File: config.mk
export PLATFORM = sky130hd
export DESIGN_NAME = alu_mpseq
export DESIGN_NICKNAME = d
export VERILOG_FILES = /design/src/rtl/alu_mpseq.sv
export SDC_FILE = /design/constraint.sdc
export NUM_CORES = 1
export LEC_CHECK = 0
export CORE_MARGIN = 2
export CORE_UTILIZATION = 48
export CTS_BUF_LIST = sky130_fd_sc_hd__clkbuf_4
export DETAILED_ROUTE_END_ITERATION = 12
export HOLD_SLACK_MARGIN = 0.1
export PLACE_DENSITY = 0.95
export SLEW_MARGIN = 20
export SYNTH_ARGS = -nofsm -noshare
export SYNTH_HDL_FRONTEND = slang
export SYNTH_SLANG_ARGS = --single-unit
File: constraint.sdc
create_clock -name clk -period 2 [get_ports clk]
set_input_delay 0.2 -clock clk [delete_from_list [all_inputs] [get_ports clk]]
set_output_delay 0.2 -clock clk [all_outputs]
set_load 0.02 [all_outputs]
File: src/rtl/alu_mpseq.sv
// Multi-precision sequencer: runs one WORDS*N-bit operation through a single
// combinational N-bit ALU, least-significant word first, optionally chaining carry.
module alu_mpseq #(
  parameter int N     = 8,
  parameter int WORDS = 4
) (
  input  logic                 clk,
  input  logic                 rst,
  input  logic                 req_valid,
  output logic                 req_ready,
  input  logic [N*WORDS-1:0]   req_a,
  input  logic [N*WORDS-1:0]   req_b,
  input  logic [6:0]           req_op,
  input  logic                 req_cin,
  input  logic                 req_chain,
  output logic [N-1:0]         alu_a,
  output logic [N-1:0]         alu_b,
  output logic [6:0]           alu_op,
  output logic                 alu_cin,
  input  logic [N-1:0]         alu_out,
  input  logic                 alu_cout,
  input  logic                 alu_overflow,
  input  logic                 alu_sign,
  input  logic                 alu_zero,
  output logic                 res_valid,
  input  logic                 res_ready,
  output logic [N*WORDS-1:0]   res_out,
  output logic                 res_cout,
  output logic                 res_overflow,
  output logic                 res_sign,
  output logic                 res_zero
);
  localparam int IW = (WORDS > 1) ? $clog2(WORDS) : 1;
  localparam logic [IW-1:0] LAST = IW'(WORDS - 1);

  typedef enum logic [1:0] {IDLE, RUN, DONE} state_t;

  state_t                  state, state_nx;
  logic [WORDS-1:0][N-1:0] a_q, b_q, res_q;
  logic [6:0]              op_q;
  logic                    cin_q, chain_q, carry, zacc;
  logic [IW-1:0]           idx;

  assign alu_op  = op_q;
  assign res_out = res_q;

  always_ff @(posedge clk) begin
    if (rst) state <= IDLE;
    else     state <= state_nx;
  end

  // ALU inputs come only from latched operands, so the ALU never sees req_* directly.
  always_comb begin
    state_nx  = state;
    req_ready = 1'b0;
    res_valid = 1'b0;
    alu_a     = '0;
    alu_b     = '0;
    alu_cin   = 1'b0;
    case (state)
      IDLE: begin
        req_ready = 1'b1;
        if (req_valid) state_nx = RUN;
      end
      RUN: begin
        alu_a   = a_q[idx];
        alu_b   = b_q[idx];
        alu_cin = (idx == '0 || !chain_q) ? cin_q : carry;
        if (idx == LAST) state_nx = DONE;
      end
      DONE: begin
        res_valid = 1'b1;
        if (res_ready) state_nx = IDLE;
      end
      default: state_nx = IDLE;
    endcase
  end

  always_ff @(posedge clk) begin
    if (rst) begin
      a_q          <= '0;
      b_q          <= '0;
      res_q        <= '0;
      op_q         <= '0;
      cin_q        <= 1'b0;
      chain_q      <= 1'b0;
      carry        <= 1'b0;
      zacc         <= 1'b0;
      idx          <= '0;
      res_cout     <= 1'b0;
      res_overflow <= 1'b0;
      res_sign     <= 1'b0;
      res_zero     <= 1'b0;
    end else begin
      case (state)
        IDLE: if (req_valid) begin
          a_q     <= req_a;
          b_q     <= req_b;
          op_q    <= req_op;
          cin_q   <= req_cin;
          chain_q <= req_chain;
          idx     <= '0;
          carry   <= req_cin;
          zacc    <= 1'b1;
        end
        RUN: begin
          res_q[idx] <= alu_out;
          carry      <= alu_cout;
          zacc       <= zacc & alu_zero;
          // Top word supplies the wide flags; zero is the AND over every word.
          if (idx == LAST) begin
            res_cout     <= alu_cout;
            res_overflow <= alu_overflow;
            res_sign     <= alu_sign;
            res_zero     <= zacc & alu_zero;
          end else begin
            idx <= idx + 1'b1;
          end
        end
        default: ;
      endcase
    end
  end
endmodule
# Word level (Yosys, flattened, before mapping)
# Index checks and enable logic that the tools add are counted.
word_totals:
  reg_bits: 115
  inputBits: 89
  output_inout_bits: 62
  wordCells: 69
op_classes:
  n_addsub: 1
  order_cmp: 2
  n_eq_ne: 7
  n_mux: 24
  n_bitwise: 1
  n_reduce_logical: 11
op_table:
  columns: ["operator", "count"]
  rows:
  - ["$mux W8", 5]
  - ["$bmux W8 S2", 2]
  - ["$bwmux W32", 1]
  - ["$demux W8 S2", 1]
  - ["$mux W2", 5]
  - ["$ne A2 B2 Y1 const B", 4]
  - ["$mux W1", 6]
  - ["$pmux W2 S3", 1]
  - ["$reduce_and A2 Y1", 3]
  - ["$reduce_and A3 Y1", 2]
  - ["$eq A2 B2 Y1 const B", 2]
  - ["$logic_not A2 Y1", 2]
  - ["$pmux W1 S2", 2]
  - ["$pmux W2 S2", 1]
  - ["$lt A2 B3 Y1 const B", 1]
  - ["$add A2 B1 Y2 const B", 1]
  - ["$eq A2 B1 Y1 const B", 1]
  - ["$ge A2 B1 Y1 const B", 1]
  - ["$reduce_bool A2 Y1", 1]
  - ["$and A1 B1 Y1", 1]
  - ["$logic_and A1 B1 Y1", 1]
  - ["$logic_not A1 Y1", 1]
  - ["$logic_or A1 B1 Y1", 1]

# Logic depth before layout (Yosys ltp)
logic_depth:
  ltp_word: 5
  depth_mapped: 8
  ltp_nobuf: 5

# Least setup slack after synthesis
# OpenSTA, ideal clock, no wires.
synth_path:
  path_kind: "register -> output"
  from: "register idx[1]"
  to: "output alu_cin"
  t_arrival_ps: 1558
  t_required_ps: 1800
  path_slack_ps: 242
  stages_incl_launch_ff: 8
  n_path_buf: 2
  cell_sequence: "dfxtp_1 > buf_2 > buf_2 > inv_1 > ha_1 > nand2b_1 > mux2i_1 > nor2_1"
synth_via:
  elab_chain_len: 4
synth_lines:
  columns: ["item", "line", "source"]
  rows:
  - ["start, declared", "42", "logic [IW-1:0] idx;"]
  - ["start signal, assigned", "117", "idx <= idx + 1'b1;"]
  - ["$logic_not A2 Y1", "68", "alu_cin = (idx == '0 || !chain_q) ? cin_q : carry;"]
  - ["$logic_or A1 B1 Y1", "68", null]
  - ["$mux W1", "68", null]
  - ["$mux W1", "60", "case (state)"]
  - ["end, declared", "19", "output logic alu_cin,"]
# No other way between the ends.

# Worst setup path in the final report
layout_path:
  from: "register idx[0]"
  to: "output alu_b[2]"
layout_via:
  elab_chain_len: 3
layout_lines:
  columns: ["item", "line", "source"]
  rows:
  - ["$bmux W8 S2", "67", "alu_b = b_q[idx];"]
  - ["$mux W8 (not written as such)", "67", null]
  - ["$mux W8", "60", null]
  - ["end, declared", "17", "output logic [N-1:0] alu_b,"]
# No other way between the ends. The select of a mux whose other input is x is not followed.

==> out/metrics.yaml <==
sta:
  clock.fmax_mhz: 492
  fin_crit_ns: 2.03
  grt_setup_unrepaired: "yes"
  setup_violations: 5
  drv_slew: 0
  worstMarginPinSlew_ns: 0.606
  fin_crit_sh: 1.02
  setup_ws_ns: -0.0326
  hold_viol: 0
  slew_headroom: 0.595
  holdWs_ns: 0.196
  finClkSkew_ns: 0.0175
final_layout:
  finalNonFillerCells: 816
  final_layout_size_suffix_gt1_frac: 0.139
  syn_to_final_growth_pct: 39.5
  nets: 765
  finish.utilization: 0.680
  final_cell_mix: "nand2_1, clkdlybuf4s50_1, dfxtp_1, a21oi_1"
  final_area_sq_um: 6560
  layout_commonest_cell: "nand2_1"
  nFillCells: 755
  antenna_cells: 0
setup_path:
  cp_max_fo: 7
  path_cells: "buf_12 -> mux4_2 -> nor2b_4 -> buf_6"
  cpPeakStageDelay_ns: 0.52
  path_class: "register to output port"
  required_ns: 1.80
  arrival_ns: 1.83
  slowest_stage: "mux4_2"
  regToRegSetupSlack_ns: 0.20
  start_kind: "register"
  critPathCaptureType: "output port"
synthesis:
  synth_area_sq_um: 4700
  async_reset_ff_frac: 0
  synth_compound_area_frac: 0.103
  synth-simple-area-share: 0.202
  ys_warn_count: 0
  syn_avg_cell_area_sq_um: 8.90
  synth_cell_type_count: 29
  synth_enable_flop_cells: 0
  syn_nets: 621
  synth_xor_xnor_area_share: 0
  synth_top_family_by_area: "simple AND/OR/NAND/NOR gates"
  ys_ff_latch: 115
  synthMuxAreaShare: 0.132
  netlist_instances: 528
  ys_seq_area_frac: 0.490
  synthFlopType: "dfxtp_1"
  synthAdderAreaFrac: 0.0106
drt:
  ant_nets: 0
  drt-total-wl_um: 12900
  drc: 0
  vias: 4194
  routedWlPerCell_um: 15.9
  drt-initial-drc-count: 137
  drt_pass1_iterations: 4
  vias_per_cell: 5.14
clocking:
  cts_made_buffers: 17
  cts_buffer_depth: 2
  cts_tree: "done"
  clockRootBuffer: "clkbuf_4"
  htree_levels: 4
  clock_latency_ns: 0.47
  cts.clk_slew.worst_paths_ns: 0.11
  cts_sinks: 115
  ctsHoldBuffers: 0
global_routing:
  grt_max_degree: 74
  antenna_found_initial: 1
  grt_pass1_wl_um: 20200
  overflow: 0
  first_global_vias: 4339
  track_usage: 0.247
run:
  drv_cap: 0
floorplan:
  io_pins: 151
  core_sq_um: 9640
  dieHeight_um: 103
  dieArea_sq_um: 10600
  start_util: 0.488
  row_count: 36
  dieWidth_um: 103
power_and_ir_drop:
  power.density_nw_per_um2: 712
  irDropWorstVdd_v: 0.000499
  total_leakage_power_nw: 2.58
placement:
  routabilityCongestion: 0.787
  post-place-ws_ns: -0.0210
  placed_area_sq_um: 6250
  detailed_place_hpwl_um: 8920
  placed_cells: 781
  io_buffers: 150
status:
  violations: "setup timing"
  status: "finished with violations"
hold_path:
  hold_path_class: "input port to register"
critical path, delay by kind of cell (launching register included):
kind          cells  cell delay (ns)
flops             1             0.40
mux               1             0.52
buf+inv           2             0.30
simple gates      1             0.15
synth_stat cells, types with 2 or more instances:
| library cell | number | share of area |
|---|---|---|
| nand2_1 | 170 | 0.14 |
| mux2i_1 | 26 | 0.055 |
| buf_6 | 12 | 0.029 |
| clkbuf_1 | 16 | 0.013 |
| nand2b_1 | 2 | 0.0027 |
| dfxtp_1 | 115 | 0.49 |
| nor2b_1 | 17 | 0.023 |
| nand3b_1 | 4 | 0.0064 |
| ha_1 | 4 | 0.011 |
| buf_2 | 12 | 0.013 |
| a21oi_1 | 88 | 0.094 |
| mux4_2 | 16 | 0.077 |
| nor2_1 | 26 | 0.021 |
| inv_1 | 4 | 0.0032 |
| o21ai_0 | 2 | 0.0021 |
metal layers:
layer | wire length [um] | GRT usage | up-vias
li1 | - | - | 2038
met1 | 4980 | 0.271 | 1956
met2 | 6420 | 0.418 | 170
met3 | 1230 | 0.115 | 28
met4 | 312 | 0.0891 | 2
met5 | 13 | 0 | -
what timing repair did:
item / in CTS / in global routing
pin swaps: 0 / 1
gates resized for setup: 75 / 32
gates cloned: 1 / 0
endpoints found under the setup margin: 18 / 18
buffers inserted: 3 / 2
cell families after synthesis:
kind of cell	after synthesis
and+or+nand+nor	226
muxes	42
adders and majority gates	4
DFF	115
AOI/OAI and AO/OA	94
buffers and inverters	47
power breakdown:
part           internal [W]  switching [W]
Clock              0.000598       0.000837
Sequential          0.00240      0.0000634
Combinational      0.000412       0.000359
cell type report:
type	instances	area (sq um)	share of cell area
Multi-Input combinational cell	366	2160	0.330
Clock buffer	18	135	0.0206
Inverter	4	15.0	0.00229
Sequential cell	115	2310	0.352
Clock inverter	12	93.8	0.0143
Tap cell	133	166	0.0254
Timing Repair Buffer	168	1680	0.256
final timing paths:
path | endpoint | startpoint | depth (start not counted)
setup reg to reg | res_out[28] | idx[0] | 6
hold / removal | res_out[3] | rst | 2
hold reg to reg | a_q[19] | a_q[19] | 2
setup / recovery | alu_b[2] | idx[0] | 4
through the flow:
| stage | TNS, ns | power (W) |
|---|---|---|
| after floorplan | 0 | 0.00291 |
| after global placement | 0 | 0.00322 |
| after detailed placement | -0.0880 | 0.00325 |
| after CTS | -1.12 | 0.00468 |
| after global routing | -1.45 | 0.00488 |
| final | -0.0887 | 0.00467 |
flip-flops by register name, summed over array words and instances (netlist names):
name and count:
zacc 1, idx 2, a_q 32, res_overflow 1
chain_q 1, res_cout 1, res_zero 1, res_sign 1
carry 1, res_out 32, cin_q 1, state 2
alu_op 7, b_q 32
Note: power is estimated with default switching activity, not from simulation.
